===== config.mk =====
export PLATFORM = sky130hd
export DESIGN_NAME = sync_fifo_ctrl
export DESIGN_NICKNAME = d
export VERILOG_FILES = /design/src/rtl/sync_fifo_ctrl.sv
export SDC_FILE = /design/constraint.sdc
export NUM_CORES = 1
export LEC_CHECK = 0
export ABC_AREA = 1
export CAP_MARGIN = 25
export CORE_ASPECT_RATIO = 1.5
export CORE_MARGIN = 4
export CORE_UTILIZATION = 64
export CTS_CLUSTER_SIZE = 10
export DETAILED_ROUTE_END_ITERATION = 7
export GPL_ROUTABILITY_DRIVEN = 0
export HOLD_SLACK_MARGIN = 0.06
export PLACE_DENSITY = 0.9
export SLEW_MARGIN = 40
export SYNTH_ARGS = -nofsm -noshare
export SYNTH_HDL_FRONTEND = slang
export SYNTH_SLANG_ARGS = --single-unit

===== constraint.sdc =====
create_clock -name clk -period 4.9 [get_ports clk]
set_input_delay 0.735 -clock clk [delete_from_list [all_inputs] [get_ports clk]]
set_output_delay 0.735 -clock clk [all_outputs]
set_load 0.05 [all_outputs]

===== src/rtl/sync_fifo_ctrl.sv =====
// sync_fifo_ctrl: single-clock FIFO with selectable FWFT read mode, fill level,
// programmable almost-full/almost-empty thresholds and sticky error flags.
// Optional feature macro: SYNC_FIFO_PARITY_EN (per-entry parity bit, rd_par_err).
module sync_fifo_ctrl #(
    parameter int DATA_WIDTH  = 8,
    parameter int FIFO_DEPTH  = 16,
    parameter int FIFO_AFULL  = FIFO_DEPTH - 1,
    parameter int FIFO_AEMPTY = 1,
    parameter int FWFT        = 0,
    localparam int ADDR_WIDTH = $clog2(FIFO_DEPTH)
) (
    input  logic                  clk,
    input  logic                  rst,
    input  logic                  wr_en,
    input  logic [DATA_WIDTH-1:0] wr_data,
    input  logic                  rd_en,
    output logic [DATA_WIDTH-1:0] rd_data,
    output logic                  rd_valid,
    output logic                  full,
    output logic                  empty,
    output logic                  afull,
    output logic                  aempty,
    output logic [ADDR_WIDTH:0]   count,
    input  logic                  err_clr,
    output logic                  overflow,
    output logic                  underflow,
    output logic                  rd_par_err
);

`ifdef SYNC_FIFO_PARITY_EN
    localparam int MEM_WIDTH = DATA_WIDTH + 1;
`else
    localparam int MEM_WIDTH = DATA_WIDTH;
`endif

    localparam logic [ADDR_WIDTH:0] DEPTH_LV  = FIFO_DEPTH[ADDR_WIDTH:0];
    localparam logic [ADDR_WIDTH:0] AFULL_LV  = FIFO_AFULL[ADDR_WIDTH:0];
    localparam logic [ADDR_WIDTH:0] AEMPTY_LV = FIFO_AEMPTY[ADDR_WIDTH:0];

    logic [MEM_WIDTH-1:0]  mem [FIFO_DEPTH];
    logic [ADDR_WIDTH:0]   wr_ptr, rd_ptr;
    logic [ADDR_WIDTH:0]   wr_ptr_nxt, rd_ptr_nxt, count_nxt;
    logic                  wr_acc, rd_acc;
    logic [MEM_WIDTH-1:0]  wr_word, head_word;
    logic [DATA_WIDTH-1:0] head_data;
    logic                  head_perr;

    // Accept decisions, next pointers and next fill level from registered flags
    always_comb begin
        wr_acc     = wr_en & ~full;
        rd_acc     = rd_en & ~empty;
        wr_ptr_nxt = wr_ptr + {{ADDR_WIDTH{1'b0}}, wr_acc};
        rd_ptr_nxt = rd_ptr + {{ADDR_WIDTH{1'b0}}, rd_acc};
        count_nxt  = wr_ptr_nxt - rd_ptr_nxt;
    end

    // Storage word formation and head-of-queue decode
    always_comb begin
`ifdef SYNC_FIFO_PARITY_EN
        wr_word   = {^wr_data, wr_data};
        head_word = mem[rd_ptr[ADDR_WIDTH-1:0]];
        head_data = head_word[DATA_WIDTH-1:0];
        head_perr = (^head_data) != head_word[DATA_WIDTH];
`else
        wr_word   = wr_data;
        head_word = mem[rd_ptr[ADDR_WIDTH-1:0]];
        head_data = head_word;
        head_perr = 1'b0;
`endif
    end

    // Storage array write port; contents intentionally not reset
    always_ff @(posedge clk) begin
        if (wr_acc) begin
            mem[wr_ptr[ADDR_WIDTH-1:0]] <= wr_word;
        end
    end

    // Pointers, status flags and sticky error flags
    always_ff @(posedge clk or posedge rst) begin
        if (rst) begin
            wr_ptr    <= '0;
            rd_ptr    <= '0;
            count     <= '0;
            full      <= 1'b0;
            empty     <= 1'b1;
            afull     <= 1'b0;
            aempty    <= 1'b1;
            overflow  <= 1'b0;
            underflow <= 1'b0;
        end else begin
            wr_ptr    <= wr_ptr_nxt;
            rd_ptr    <= rd_ptr_nxt;
            count     <= count_nxt;
            full      <= (count_nxt == DEPTH_LV);
            empty     <= (count_nxt == '0);
            afull     <= (count_nxt >= AFULL_LV);
            aempty    <= (count_nxt <= AEMPTY_LV);
            // set event in the same cycle as err_clr keeps the flag high
            overflow  <= (overflow  & ~err_clr) | (wr_en & full);
            underflow <= (underflow & ~err_clr) | (rd_en & empty);
        end
    end

    generate
        if (FWFT != 0) begin : g_fwft
            // Head word presented combinationally; gated to zero while empty
            always_comb begin
                rd_valid   = ~empty;
                rd_data    = empty ? '0 : head_data;
                rd_par_err = head_perr & ~empty;
            end
        end else begin : g_std
            logic perr_q;

            // Registered read: data and its parity check captured on accept
            always_ff @(posedge clk or posedge rst) begin
                if (rst) begin
                    rd_data  <= '0;
                    rd_valid <= 1'b0;
                    perr_q   <= 1'b0;
                end else begin
                    rd_valid <= rd_acc;
                    if (rd_acc) begin
                        rd_data <= head_data;
                        perr_q  <= head_perr;
                    end
                end
            end

            // Parity error only reported alongside valid read data
            always_comb begin
                rd_par_err = perr_q & rd_valid;
            end
        end
    endgenerate

endmodule


# After elaboration in Yosys (flattened, before gate mapping)
# Memories as Yosys holds them, arrays and structs flattened. A register that Yosys moved wholly into a read port is not among the register bits.
# Cells that the tools add are included.
# word_totals
regBits,22
mem_bits_rw,128
input_bits,13
output_inout_bits,21
memories,1
# op_classes
add_sub_neg,3
magnitude_cmp,2
n_eq_ne,1
mux,2
bitwise_logic,11
reduce_logical,1
# memory_table
memory,depth,word_bits,read_ports,rd_clocked_by_memory_dff,wr,line_no,source
mem,16,8,1,1,1,40,logic [MEM_WIDTH-1:0] mem [FIFO_DEPTH];
# ops
op,n
$add A5 B1 Y5,2
$and A1 B1 Y1,6
$eq A5 B5 Y1 const B,1
$ge A5 B4 Y1 const B,1
$le A5 B1 Y1 const B,1
$logic_not A5 Y1,1
$sub A5 B5 Y5,1
$not A1 Y1,3
$mux W1,2
$or A1 B1 Y1,2

# Logic depth before layout (Yosys ltp)
# logic_depth
ltp_word,5
mapped_depth,15

# Least setup slack after synthesis
# OpenSTA, ideal clock, no wires.
# synth_timing
path_kind,in2reg
from,input wr_en
to,register full
arrival_time_ns,2.275
path_slack_ns,2.553
cell_stages,13
n_path_buf,0
path_cell_list,inv_1 -> nor2_1 -> ha_1 -> nand3_1 -> xor2_1 -> ha_1 -> nand3_1 -> nand2_1 -> inv_1 -> nand2_2 -> nand2_1 -> nand2_1 -> nor2_1
# synth_via
elab_chain_cells,4
# synth_lines
item,line_no,source
from (decl),14,"input logic wr_en,"
$and A1 B1 Y1,50,wr_acc = wr_en & ~full;
$add A5 B1 Y5,52,"wr_ptr_nxt = wr_ptr + {{ADDR_WIDTH{1'b0}}, wr_acc};"
named net wr_ptr_nxt[3],42,"logic [ADDR_WIDTH:0] wr_ptr_nxt, rd_ptr_nxt, count_nxt;"
$sub A5 B5 Y5,54,count_nxt = wr_ptr_nxt - rd_ptr_nxt;
$eq A5 B5 Y1,95,full <= (count_nxt == DEPTH_LV);
to (signal assigned),95,
to (decl),19,"output logic full,"
# The timed path passes the listed nets, and every way through them passes these cells.

# Worst setup path after layout
# layout_timing
from,input rd_en
to,register empty
# layout_via
elab_chain_cells,4
# layout_lines
item,line_no,source
from (decl),16,"input logic rd_en,"
$and A1 B1 Y1,51,rd_acc = rd_en & ~empty;
$add A5 B1 Y5,53,"rd_ptr_nxt = rd_ptr + {{ADDR_WIDTH{1'b0}}, rd_acc};"
named net rd_ptr_nxt[1],42,
$sub A5 B5 Y5,54,
$logic_not A5 Y1,96,empty <= (count_nxt == '0);
to (signal assigned),96,
to (decl),20,"output logic empty,"
# The timed path passes the listed nets, and every way through them passes these cells.

==> out/results.ini <==
[detailed_routing]
dr.pass1.iters=8
dr.first_iter.drc_count=603
wl_per_cell_um=20.4
wirelength_um=15500
drtAntennaViolNets=0
routed_via_density=6.22
route.detailed.drc=0
vias=4713

[clock_tree]
cts_setup_buffers=0
clockBufferDepth=2
root_buffer=clkbuf_16
htree_levels=4
cts_sinks=158
cts_tree=built
cts_resized=0
clk-insertion-delay-late_ns=0.42
cts-hold-fix-buffers=0
cts_buffers=17
path_clk_slew_ns=0.06

[sta]
tns_ns=0
drv_slew=0
setup_viol=0
max_freq_ghz=0.310
min_period_ns=3.22
worst_pin_slew_ns=0.941
clock_skew_ns=0.0117
slew_headroom_pct=37.0
hold_viol=0
rsz0062_at_grt=no
min_period_over_period_pct=65.8

[logic_synthesis]
synthArstFlopShare_pct=19.0
synth_warnings=0
synth-simple-area-share_pct=23.0
synth_top_area_cell=edfxtp_1
ys_seq_area_share_pct=69.1
syn_nets=622
synthMostInstantiatedCell=nand2_1
ys_types=23
synth_compound_area_share_pct=1.35
synth-seq-cells=158
synth.area.mux_share_pct=0
synth_xor_area_share_pct=0.658
synthAdderAreaFrac_pct=1.32
synth_top_family_by_area=simple AND/OR/NAND/NOR gates
synth.area.top_cells=edfxtp_1 (58%), nand2_1 (11%), dfrtp_1 (11%)
syn_area_um2=6660
syn_avg_cell_area_um2=11.1
synthFlopType=edfxtp_1
yosys-top-cells-count=nand2_1 (193), edfxtp_1 (128), nand3_1 (109), nor2_1 (31), dfrtp_1 (28)
synth-edff-count=128
synth.top_cell.area_share_pct=57.8
synthCells=602

[floorplanning]
num_rows=45
die_x_um=91.3
dieHeight_um=133
core_um2=10100
dieArea_um2=12100
io_pins=34
start_util_pct=65.7

[global_routing]
grt_use_met2_pct=45.7
antenna_found_initial=0
grt_max_degree=66
grt_overflow=0
grt_pass1_vias=4756
grt_pass1_wl_um=24700
gr-usage-met3_pct=5.57
gr-usage-all-layers_pct=27.0
busiest_layer=met2
use_met1_pct=30.7

[setup_path]
r2r_start=empty$_DFF_PP1_
required_ns=5.24
crit_arrival_ns=3.57
cp-end-kind=flop
start_kind=input port
crit_path_start=rd_en
cp_max_fo=11
crit_type=in -> reg

[min_path]
min_path_type=reg -> reg
min_from=full$_DFF_PP0_

[final_layout]
antennaDiodeCount=0
num-nets-final=648
utilization_pct=75.4
n_fill_cell=568
drive_above_1_share_pct=9.67
syn2layout_area_growth_pct=14.9
stdcell_area_um2=7640

[placed_design]
io_buffer_count=32
place_area_um2=6960
dp_hpwl_um=9070

[run_status]
status=finished, final reports clean

[power_and_ir_drop]
ir_drop_v=0.000709
cellLeakagePower_nw=3.01
pwr_density_cell_nw_per_um2=707

[run]
drv_cap=0

[cells in the final DEF, fill, tap and decap left out, drive strengths merged]
cell type	instances
a21oi	16
buf	3
bufinv	6
clkbuf	18
clkdlybuf4s50	32
clkinv	6
clkinvlp	1
conb	1
dfrtp	28
dfstp	2
edfxtp	128
ha	7
inv	33
nand2	204
nand3	110
nand3b	1
nand4	6
nor2	32
o21ai	2
xor2	5
[critical path: stages]
cell	delay, ns
clkdlybuf4s50_1	0.49
inv_1	0.04
nor2_1	0.53
inv_2	0.21
nor2_2	0.17
ha_1	0.28
inv_1	0.12
xor2_1	0.08
ha_1	0.20
inv_1	0.05
nand2_1	0.09
nand3b_1	0.18
nand2_1	0.12
nand4_1	0.12
nor2_1	0.14
[metrics by stage]
step	total power, mW	hold slack, ns	setup WS (ns)	instances
finish	5.40	0.529	1.68	758
global route	5.67	0.562	1.45	758
CTS	5.37	0.534	1.73	758
detailed placement	3.85	0.514	1.35	726
floorplan	3.32	0.506	2.55	602
global placement	3.76	0.505	1.51	726
[kinds of logic after synthesis]
logic type	count (synthesis)
compound gates	18
fa+ha+maj	7
buf+inv	60
flops	158
xor+xnor	5
other cells	1
simple gates	353
[registers in the layout (all words and copies together) (netlist names)]
register and cells:
aempty 1, afull 1, count 5, empty 1, full 1, mem 128
overflow 1, rd_data 8, rd_ptr 5, rd_valid 1, underflow 1, wr_ptr 5
[cell type report]
class	count	area [um^2]	area share (%)
Clock buffer	18	429	5.61
Multi-Input combinational cell	384	1770	23.1
Tap cell	117	146	1.92
Sequential cell	158	4600	60.2
Clock inverter	14	240	3.14
Timing Repair Buffer	35	343	4.49
Inverter	32	120	1.57
[power breakdown]
part	total [mW]	internal, mW	switching, mW
registers	1.84	1.69	0.152
clock network	1.47	0.957	0.516
logic	2.09	0.586	1.51
total	5.40	3.23	2.17
[metal layers]
| metal | vias to the layer above | wire, um |
|---|---|---|
| met5 | - | 0 |
| met4 | 0 | 918 |
| met3 | 80 | 1300 |
| met2 | 329 | 8120 |
| met1 | 2208 | 5130 |
| li1 | 2096 | - |
[final timing paths]
path	endpoint	depth (start not counted)	slack (ns)
max in group asynchronous	rd_ptr[2]$_DFF_PP0_	2	3.72
worst min register to register	overflow$_DFF_PP0_	2	0.53
worst min-delay path	overflow$_DFF_PP0_	2	0.53
min in group asynchronous	rd_valid$_DFF_PP0_	2	0.72
worst max-delay path	empty$_DFF_PP1_	15	1.68
worst max register to register	empty$_DFF_PP1_	13	2.13
Power figures use the tool's default switching activity.
